===== config.mk =====
export PLATFORM = sky130hd
export DESIGN_NAME = mult_err_acc
export DESIGN_NICKNAME = d
export VERILOG_FILES = /design/src/rtl/mult_err_acc.sv
export SDC_FILE = /design/constraint.sdc
export NUM_CORES = 1
export LEC_CHECK = 0
export ABC_AREA = 1
export BUFFER_PORTS_ARGS = -buffer_cell sky130_fd_sc_hd__buf_4
export CAP_MARGIN = 0
export CORE_MARGIN = 2
export CORE_UTILIZATION = 51
export CTS_BUF_LIST = sky130_fd_sc_hd__clkbuf_4 sky130_fd_sc_hd__clkbuf_8
export CTS_CLUSTER_SIZE = 8
export DETAILED_ROUTE_END_ITERATION = 10
export GPL_TIMING_DRIVEN = 0
export PLACE_DENSITY = 0.76
export SLEW_MARGIN = 20
export SYNTH_ARGS = -nofsm -noshare
export SYNTH_HDL_FRONTEND = slang
export SYNTH_SLANG_ARGS = --single-unit

===== constraint.sdc =====
create_clock -name clk -period 2.2 [get_ports clk]
set_input_delay 0.11 -clock clk [delete_from_list [all_inputs] [get_ports clk]]
set_output_delay 0.11 -clock clk [all_outputs]
set_load 0.02 [all_outputs]

===== src/rtl/mult_err_acc.sv =====
// Error-statistics accumulator behind the 8x8 approximate multipliers.
// Collects sum, max and count of |p_acc - p_apx| over a batch of N_SAMPLES pairs.
//
// state | meaning
// IDLE  | waiting for start, statistics hold reset/cleared values
// RUN   | accepting product pairs, one per handshake
// DRAIN | no new pairs, letting the two-stage pipeline empty
// DONE  | batch complete, statistics stable until next start
module mult_err_acc #(
    parameter int W         = 16,
    parameter int N_SAMPLES = 50,
    parameter int CNT_W     = 8,
    parameter int ACC_W     = 32
) (
    input  logic             clk,
    input  logic             rst,
    input  logic             start,
    input  logic             in_valid,
    output logic             in_ready,
    input  logic [W-1:0]     p_acc,
    input  logic [W-1:0]     p_apx,
    output logic             busy,
    output logic             done,
    output logic [ACC_W-1:0] sum_err,
    output logic [W-1:0]     max_err,
    output logic [CNT_W-1:0] err_cnt,
    output logic [CNT_W-1:0] sample_cnt
);

    typedef enum logic [1:0] {
        S_IDLE  = 2'd0,
        S_RUN   = 2'd1,
        S_DRAIN = 2'd2,
        S_DONE  = 2'd3
    } state_t;

    state_t           state;
    state_t           state_nxt;
    logic             accept;
    logic             last;
    logic             start_ok;
    logic [1:0]       drain_cnt;
    logic [W:0]       diff_w;
    logic [W-1:0]     mag;
    logic             v1;
    logic [W-1:0]     d1;
    logic             ne1;
    logic [ACC_W:0]   sum_ext;

    assign accept   = in_valid && in_ready;
    assign last     = accept && (sample_cnt == CNT_W'(N_SAMPLES - 1));
    assign start_ok = start && ((state == S_IDLE) || (state == S_DONE));

    // W+1 bit difference; negate the low W bits when the sign bit is set
    assign diff_w = {1'b0, p_acc} - {1'b0, p_apx};
    assign mag    = diff_w[W] ? (~diff_w[W-1:0] + W'(1)) : diff_w[W-1:0];

    assign sum_ext = {1'b0, sum_err} + (ACC_W + 1)'(d1);

    always_ff @(posedge clk or posedge rst) begin
        if (rst) begin
            state <= S_IDLE;
        end else begin
            state <= state_nxt;
        end
    end

    // Drain timer: loaded on the final acceptance, DONE at terminal count
    always_ff @(posedge clk or posedge rst) begin
        if (rst) begin
            drain_cnt <= 2'd0;
        end else if ((state == S_RUN) && last) begin
            drain_cnt <= 2'd1;
        end else if ((state == S_DRAIN) && (drain_cnt != 2'd0)) begin
            drain_cnt <= drain_cnt - 2'd1;
        end
    end

    always_comb begin
        state_nxt = state;
        case (state)
            S_IDLE:  if (start) state_nxt = S_RUN;
            S_RUN:   if (last) state_nxt = S_DRAIN;
            S_DRAIN: if (drain_cnt == 2'd0) state_nxt = S_DONE;
            S_DONE:  if (start) state_nxt = S_RUN;
            default: state_nxt = S_IDLE;
        endcase
    end

    always_comb begin
        in_ready = 1'b0;
        busy     = 1'b0;
        done     = 1'b0;
        case (state)
            S_RUN: begin
                in_ready = 1'b1;
                busy     = 1'b1;
            end
            S_DRAIN: busy = 1'b1;
            S_DONE:  done = 1'b1;
            default: ;
        endcase
    end

    always_ff @(posedge clk or posedge rst) begin
        if (rst) begin
            v1  <= 1'b0;
            d1  <= '0;
            ne1 <= 1'b0;
        end else if (start_ok) begin
            v1 <= 1'b0;
        end else begin
            v1 <= accept;
            if (accept) begin
                d1  <= mag;
                ne1 <= (mag != '0);
            end
        end
    end

    always_ff @(posedge clk or posedge rst) begin
        if (rst) begin
            sum_err    <= '0;
            max_err    <= '0;
            err_cnt    <= '0;
            sample_cnt <= '0;
        end else if (start_ok) begin
            sum_err    <= '0;
            max_err    <= '0;
            err_cnt    <= '0;
            sample_cnt <= '0;
        end else begin
            if (accept) begin
                sample_cnt <= sample_cnt + CNT_W'(1);
            end
            if (v1) begin
                sum_err <= sum_ext[ACC_W] ? {ACC_W{1'b1}} : sum_ext[ACC_W-1:0];
                if (d1 > max_err) begin
                    max_err <= d1;
                end
                err_cnt <= err_cnt + CNT_W'(ne1);
            end
        end
    end

endmodule


# == Word level (Yosys, flattened, before mapping) ==
# Cells that the tools add are included.
# classes
addsub,6
n_lt_le_gt_ge,1
n_eq_ne,7
n_mux,21
n_bitwise,2
reduce_logical,19
# op_table
cell,count
$mux W32,3
$mux W16,4
$add A32 B16 Y33,1
$mux W8,4
$sub A16 B16 Y17,1
$add A16 B1 Y16 const B,1
$gt A16 B16 Y1,1
$not A16 Y16,1
$reduce_bool A16 Y1,1
$mux W2,5
$reduce_bool A2 Y1,5
$add A8 B1 Y8,1
$add A8 B1 Y8 const B,1
$eq A8 B6 Y1 const B,1
$pmux W2 S3,1
$logic_and A1 B1 Y1,5
$eq A2 B2 Y1 const B,2
$logic_not A2 Y1,2
$mux W1,4
$ne A2 B1 Y1 const B,2
$reduce_and A2 Y1,2
$reduce_or A2 Y1,2
$reduce_and A3 Y1,1
$eq A2 B1 Y1 const B,1
other kinds (4),4
# word_totals
reg_bits,86
input_bits,36
output_inout_bits,67
word_cells,65

# == Depth between registers and ports, before layout ==
# logic_depth
ltp_word,6
mapped_depth,21
ltp_nobuf,21

# == Least setup slack after synthesis ==
# Ideal clock, no wire load.
# synth_timing
kind,register -> register
from,register sum_err[0]
to,register sum_err[10]
setup_ns,0.064
arrival_time_ns,2.369
required_time_ns,2.136
setup_slack_ns,-0.234
stages_incl_launch_ff,15
n_path_buf,1
period_less_slack_ns,2.434
cell_sequence,dfrtp_1 > ha_1 > inv_1 > fa_1 > inv_1 > nand3_1 > nand2_1 > a21oi_2 > o21ai_4 > a21oi_4 > o21ai_4 > nand4_2 > buf_4 > a21oi_1 > a21o_1
# synth_via
elab_chain_cells,4
# synth_rtl
element,line,text
start: declaration,24,"output logic [ACC_W-1:0] sum_err,"
start signal: assignment,137,sum_err <= sum_ext[ACC_W] ? {ACC_W{1'b1}} : sum_ext[ACC_W-1:0];
$add A32 B16 Y33,58,"assign sum_ext = {1'b0, sum_err} + (ACC_W + 1)'(d1);"
$mux W32,137,
$mux W32,136,if (v1) begin
$mux W32,127,end else if (start_ok) begin
# Every way passes these cells. The select of a mux whose other input is x is not followed.
# A chain may end at the register's enable or synchronous reset.

# == Worst setup path after layout ==
# layout_timing
from,register d1[0]
to,register sum_err[3]
# layout_via
elab_chain_cells,4
# layout_rtl
element,line,text
start: declaration,46,logic [W-1:0] d1;
start signal: assignment,115,d1 <= mag;
$add A32 B16 Y33,58,
$mux W32,137,
$mux W32,136,
$mux W32,127,
# Every way passes these cells. The select of a mux whose other input is x is not followed.

==> out/metrics.csv <==
stage,metric,value,unit
floorplan,core_area,13100,sq um
worst_setup_path,worst_ep_required_time,2.51,ns
pwr,power.total,9.54,mW
placed_design,dp.cells,1246,
logic_synthesis,seq_area_frac_synth,31.8,%
detailed_routing,routed_via_density,5.33,
timing,setup_ws,-0.350,ns
logic_synthesis,synth.largest_area_cell,dfrtp_1,
logic_synthesis,synth_cells,965,
detailed_routing,wire_per_inst,14.0,um
worst_setup_path,critPathKind,reg -> reg,
global_route,grt_pass1_wl,29.0,mm
logic_synthesis,synth.cell_area,6770,sq um
clock_tree,cts-root-buf,clkbuf_8,
clock_tree,cts_max_level,3,
floorplan,die_width,119,um
clock_tree,worstSkewPairLatency,0.37,ns
logic_synthesis,syn_nets,1062,
final_layout,finalNetCount,1205,
placed_design,hpwlAfterDp,13.5,mm
logic_synthesis,ys.warnings.count,0,
global_route,top_usage_layer,met2,
final_layout,n_antenna_cell,0,
logic_synthesis,synth_seq_cells,86,
placed_design,io_buffers,102,
worst_setup_path,cp-startpoint,d1[0],
global_route,grtUsageMet2,46.1,%
timing,finalSetupTns,-9.35,ns
timing,fmax,0.392,GHz
final_layout,ff_latch_area,2160,sq um
global_route,grt_pass1_vias,6249,
detailed_routing,wl,18.1,mm
global_route,grt_use_met3,2.78,%
global_route,antenna_found_initial,0,
timing,setup_viol_count_final,32,
final_layout,filler_cell_count,1149,
floorplan,rows,42,
pwr,ir_drop,458,uV
timing,hold_violations,0,
clock_tree,cts_sinks,86,
detailed_routing,drtIter0Drc,462,
global_route,grt-ovfl-total,0,
detailed_routing,firstDrtPassIters,5,
worst_setup_path,reg2reg_to,sum_err[3],
final_layout,stdcell_count,1289,
detailed_routing,via_count,6876,
outcome,failed_checks,setup timing,
timing,rsz0062_at_grt,true,
worst_setup_path,arrival,2.86,ns
final_layout,multiInputGateArea,4370,sq um
final_layout,area_growth,28.3,%
logic_synthesis,synth_cell_types,44,
worst_setup_path,crit_path_end_kind,register,
timing,finalMaxSlewViolations,0,
logic_synthesis,yosysTopAreaCellShare,31.8,%
pwr,leakagePower,4.60,nW
outcome,outcome,"complete, but fails checks",
clock_tree,cts-buffers-inserted,9,
job,maxCapViolCount,0,
timing,max_slew_margin,44.1,%
detailed_routing,postRouteAntennaNets,0,
timing,layout_min_cycle_time,2.55,ns
clock_tree,clk_pin_slew_worst_paths,0.08,ns
floorplan,fp.dieH,119,um
global_route,track_usage,25.2,%
hold_path,hold_class,in -> reg,
timing,post-route-period-util,116,%
final_layout,drive_above_1_share,26.1,%
logic_synthesis,postSynthAreaPerCell,7.02,sq um
logic_synthesis,synthTopCellsByArea,"dfrtp_1, nand2_1, ha_1",
pwr,p_per_area,1100,nW/um^2
worst_setup_path,rrSetupSlack,-0.35,ns
placed_design,routabilityCongestion,0.924,
worst_setup_path,cp-endpoint,sum_err[3],
floorplan,dieArea,14200,sq um
global_route,grtUsageMet1,29.8,%
detailed_routing,drc,0,
worst_setup_path,r2r-start,d1[0],
timing,hold_slack,0.144,ns
timing,worst_clock_skew,0.0119,ns
floorplan,ios,103,
worst_setup_path,r2r_cells,14,
final_layout,postLayoutCoreUtil,66.4,%
floorplan,start_util,51.8,%
timing,worst_pin_slew,0.832,ns
worst_setup_path,worstSetupStartpointType,register,
clock_tree,cts_tree,done,
clock_tree,clockBufferDepth,2,
worst_setup_path,crit_fanout,10,
global_route,grt_max_degree,32,
## metrics by stage
| step | setup slack, ns | cell area, sq um |
|---|---|---|
| after floorplan | -0.151 | 6880 |
| after global placement | -0.535 | 7860 |
| after detailed placement | -0.630 | 7930 |
| after CTS | -0.258 | 8390 |
| after global routing | -0.462 | 8690 |
| final | -0.350 | 8690 |
## cells by family after synthesis
family                   after synthesis  synth area share, %
AND/OR/NAND/NOR                      464                 30.4
AO/OA/AOI/OAI                        169                 14.5
buffers and inverters                167                 9.48
flip-flops                            86                 31.8
adder cells (fa/ha/maj)               61                 11.5
XOR/XNOR                              18                 2.33
## power breakdown
| group | leakage (nW) | internal [mW] | total, mW | switching (mW) |
|---|---|---|---|---|
| clock | 0.0930 | 0.461 | 1.03 | 0.573 |
| combinational | 3.38 | 2.38 | 5.91 | 3.53 |
| sequential | 1.12 | 2.06 | 2.59 | 0.529 |
## timing repair
action	in CTS	in global routing
pin swaps	16	36
hold endpoints to repair	63	0
endpoints found under the setup margin	72	67
cloned	1	0
gates resized for setup	52	80
setup buffers	17	8
hold buffers	1	0
## registers in the layout (all words and copies together) (netlist names)
register and cells:
state 2, drain_cnt 2, max_err 16, err_cnt 8, d1 16, sum_err 32, sample_cnt 8, v1 1
ne1 1
## cell usage in the layout, fill, tap and decap left out, types with 5 or more instances in the layout
master	Yosys	final
clkbuf_2	0	5
nand2_2	11	26
or2_2	6	5
a21oi_2	4	11
dfrtp_2	0	6
buf_6	1	9
buf_4	1	121
inv_1	143	136
nand3_2	4	19
nand2_1	235	218
inv_2	6	10
nor2_1	75	66
o21ai_2	1	9
nand4_1	13	13
a21oi_1	53	44
a31oi_1	8	8
clkbuf_8	0	10
o21ai_1	2	26
nor2_4	2	11
a22o_1	6	6
nand3b_1	5	5
ha_4	0	6
dfrtp_1	86	80
xor2_1	10	10
nand3_1	81	66
a21o_1	13	13
nor2_2	7	7
xnor2_1	8	8
o21ai_0	70	38
nor3_1	16	16
ha_1	59	52
## synth_stat cells
cell type / instances
nand2_1: 235
inv_1: 143
dfrtp_1: 86
nand3_1: 81
nor2_1: 75
o21ai_0: 70
ha_1: 59
a21oi_1: 53
nor3_1: 16
a21o_1: 13
nand4_1: 13
clkbuf_1: 11
nand2_2: 11
xor2_1: 10
a31oi_1: 8
xnor2_1: 8
nor2_2: 7
a22o_1: 6
inv_2: 6
or2_2: 6
nand3b_1: 5
a21oi_2: 4
nand3_2: 4
buf_2: 3
nor4_1: 3
o22ai_1: 3
a21boi_1: 2
clkinv_1: 2
fa_1: 2
nand2_4: 2
nor2_4: 2
o21ai_1: 2
o21ai_4: 2
o21bai_1: 2
a21oi_4: 1
a31o_1: 1
and2_1: 1
buf_4: 1
buf_6: 1
nand4_2: 1
nor4_2: 1
o2111ai_1: 1
o21ai_2: 1
or2_1: 1
## area by class of cell
| type | instances | share of cell area, % |
|---|---|---|
| buffer | 16 | 1.30 |
| sequential | 86 | 24.9 |
| multi-input combinational | 712 | 50.3 |
| clock inverter | 4 | 0.259 |
| clock buffer | 12 | 1.76 |
| inverter | 151 | 6.67 |
| tap | 176 | 2.53 |
| timing repair buffer | 132 | 12.4 |
## metal layers
| layer | up-vias | routed length (um) |
|---|---|---|
| met1 | 3206 | 7440 |
| met2 | 196 | 9370 |
| met4 | 0 | 420 |
| li1 | 3439 | - |
| met5 | - | 0 |
| met3 | 35 | 860 |
## critical path, cell delays in order, from the launching register on
cell and delay [ns]:
dfrtp_2 0.41, ha_4 0.15, inv_2 0.04, fa_2 0.34
inv_2 0.07, nand3_2 0.06, nand2_2 0.09, a21oi_4 0.08
o21ai_4 0.18, a21oi_4 0.09, o21ai_4 0.27, nand4_4 0.20
buf_8 0.25, a21oi_2 0.14, a21o_1 0.11
## how the worst min path moves through the flow
stage | startpoint | end | slack, ns | cells past startpoint
final | in_valid | sample_cnt[0] | 0.14 | 4
after detailed placement | rst | max_err[2] | 0.03 | 2
after global placement | err_cnt[7] | err_cnt[7] | 0.45 | 1
after floorplan | start | err_cnt[4] | 0.36 | 3
after global routing | p_apx[0] | d1[0] | 0.16 | 3
after CTS | p_apx[0] | d1[0] | 0.16 | 3
(Power assumes the default switching activity.)
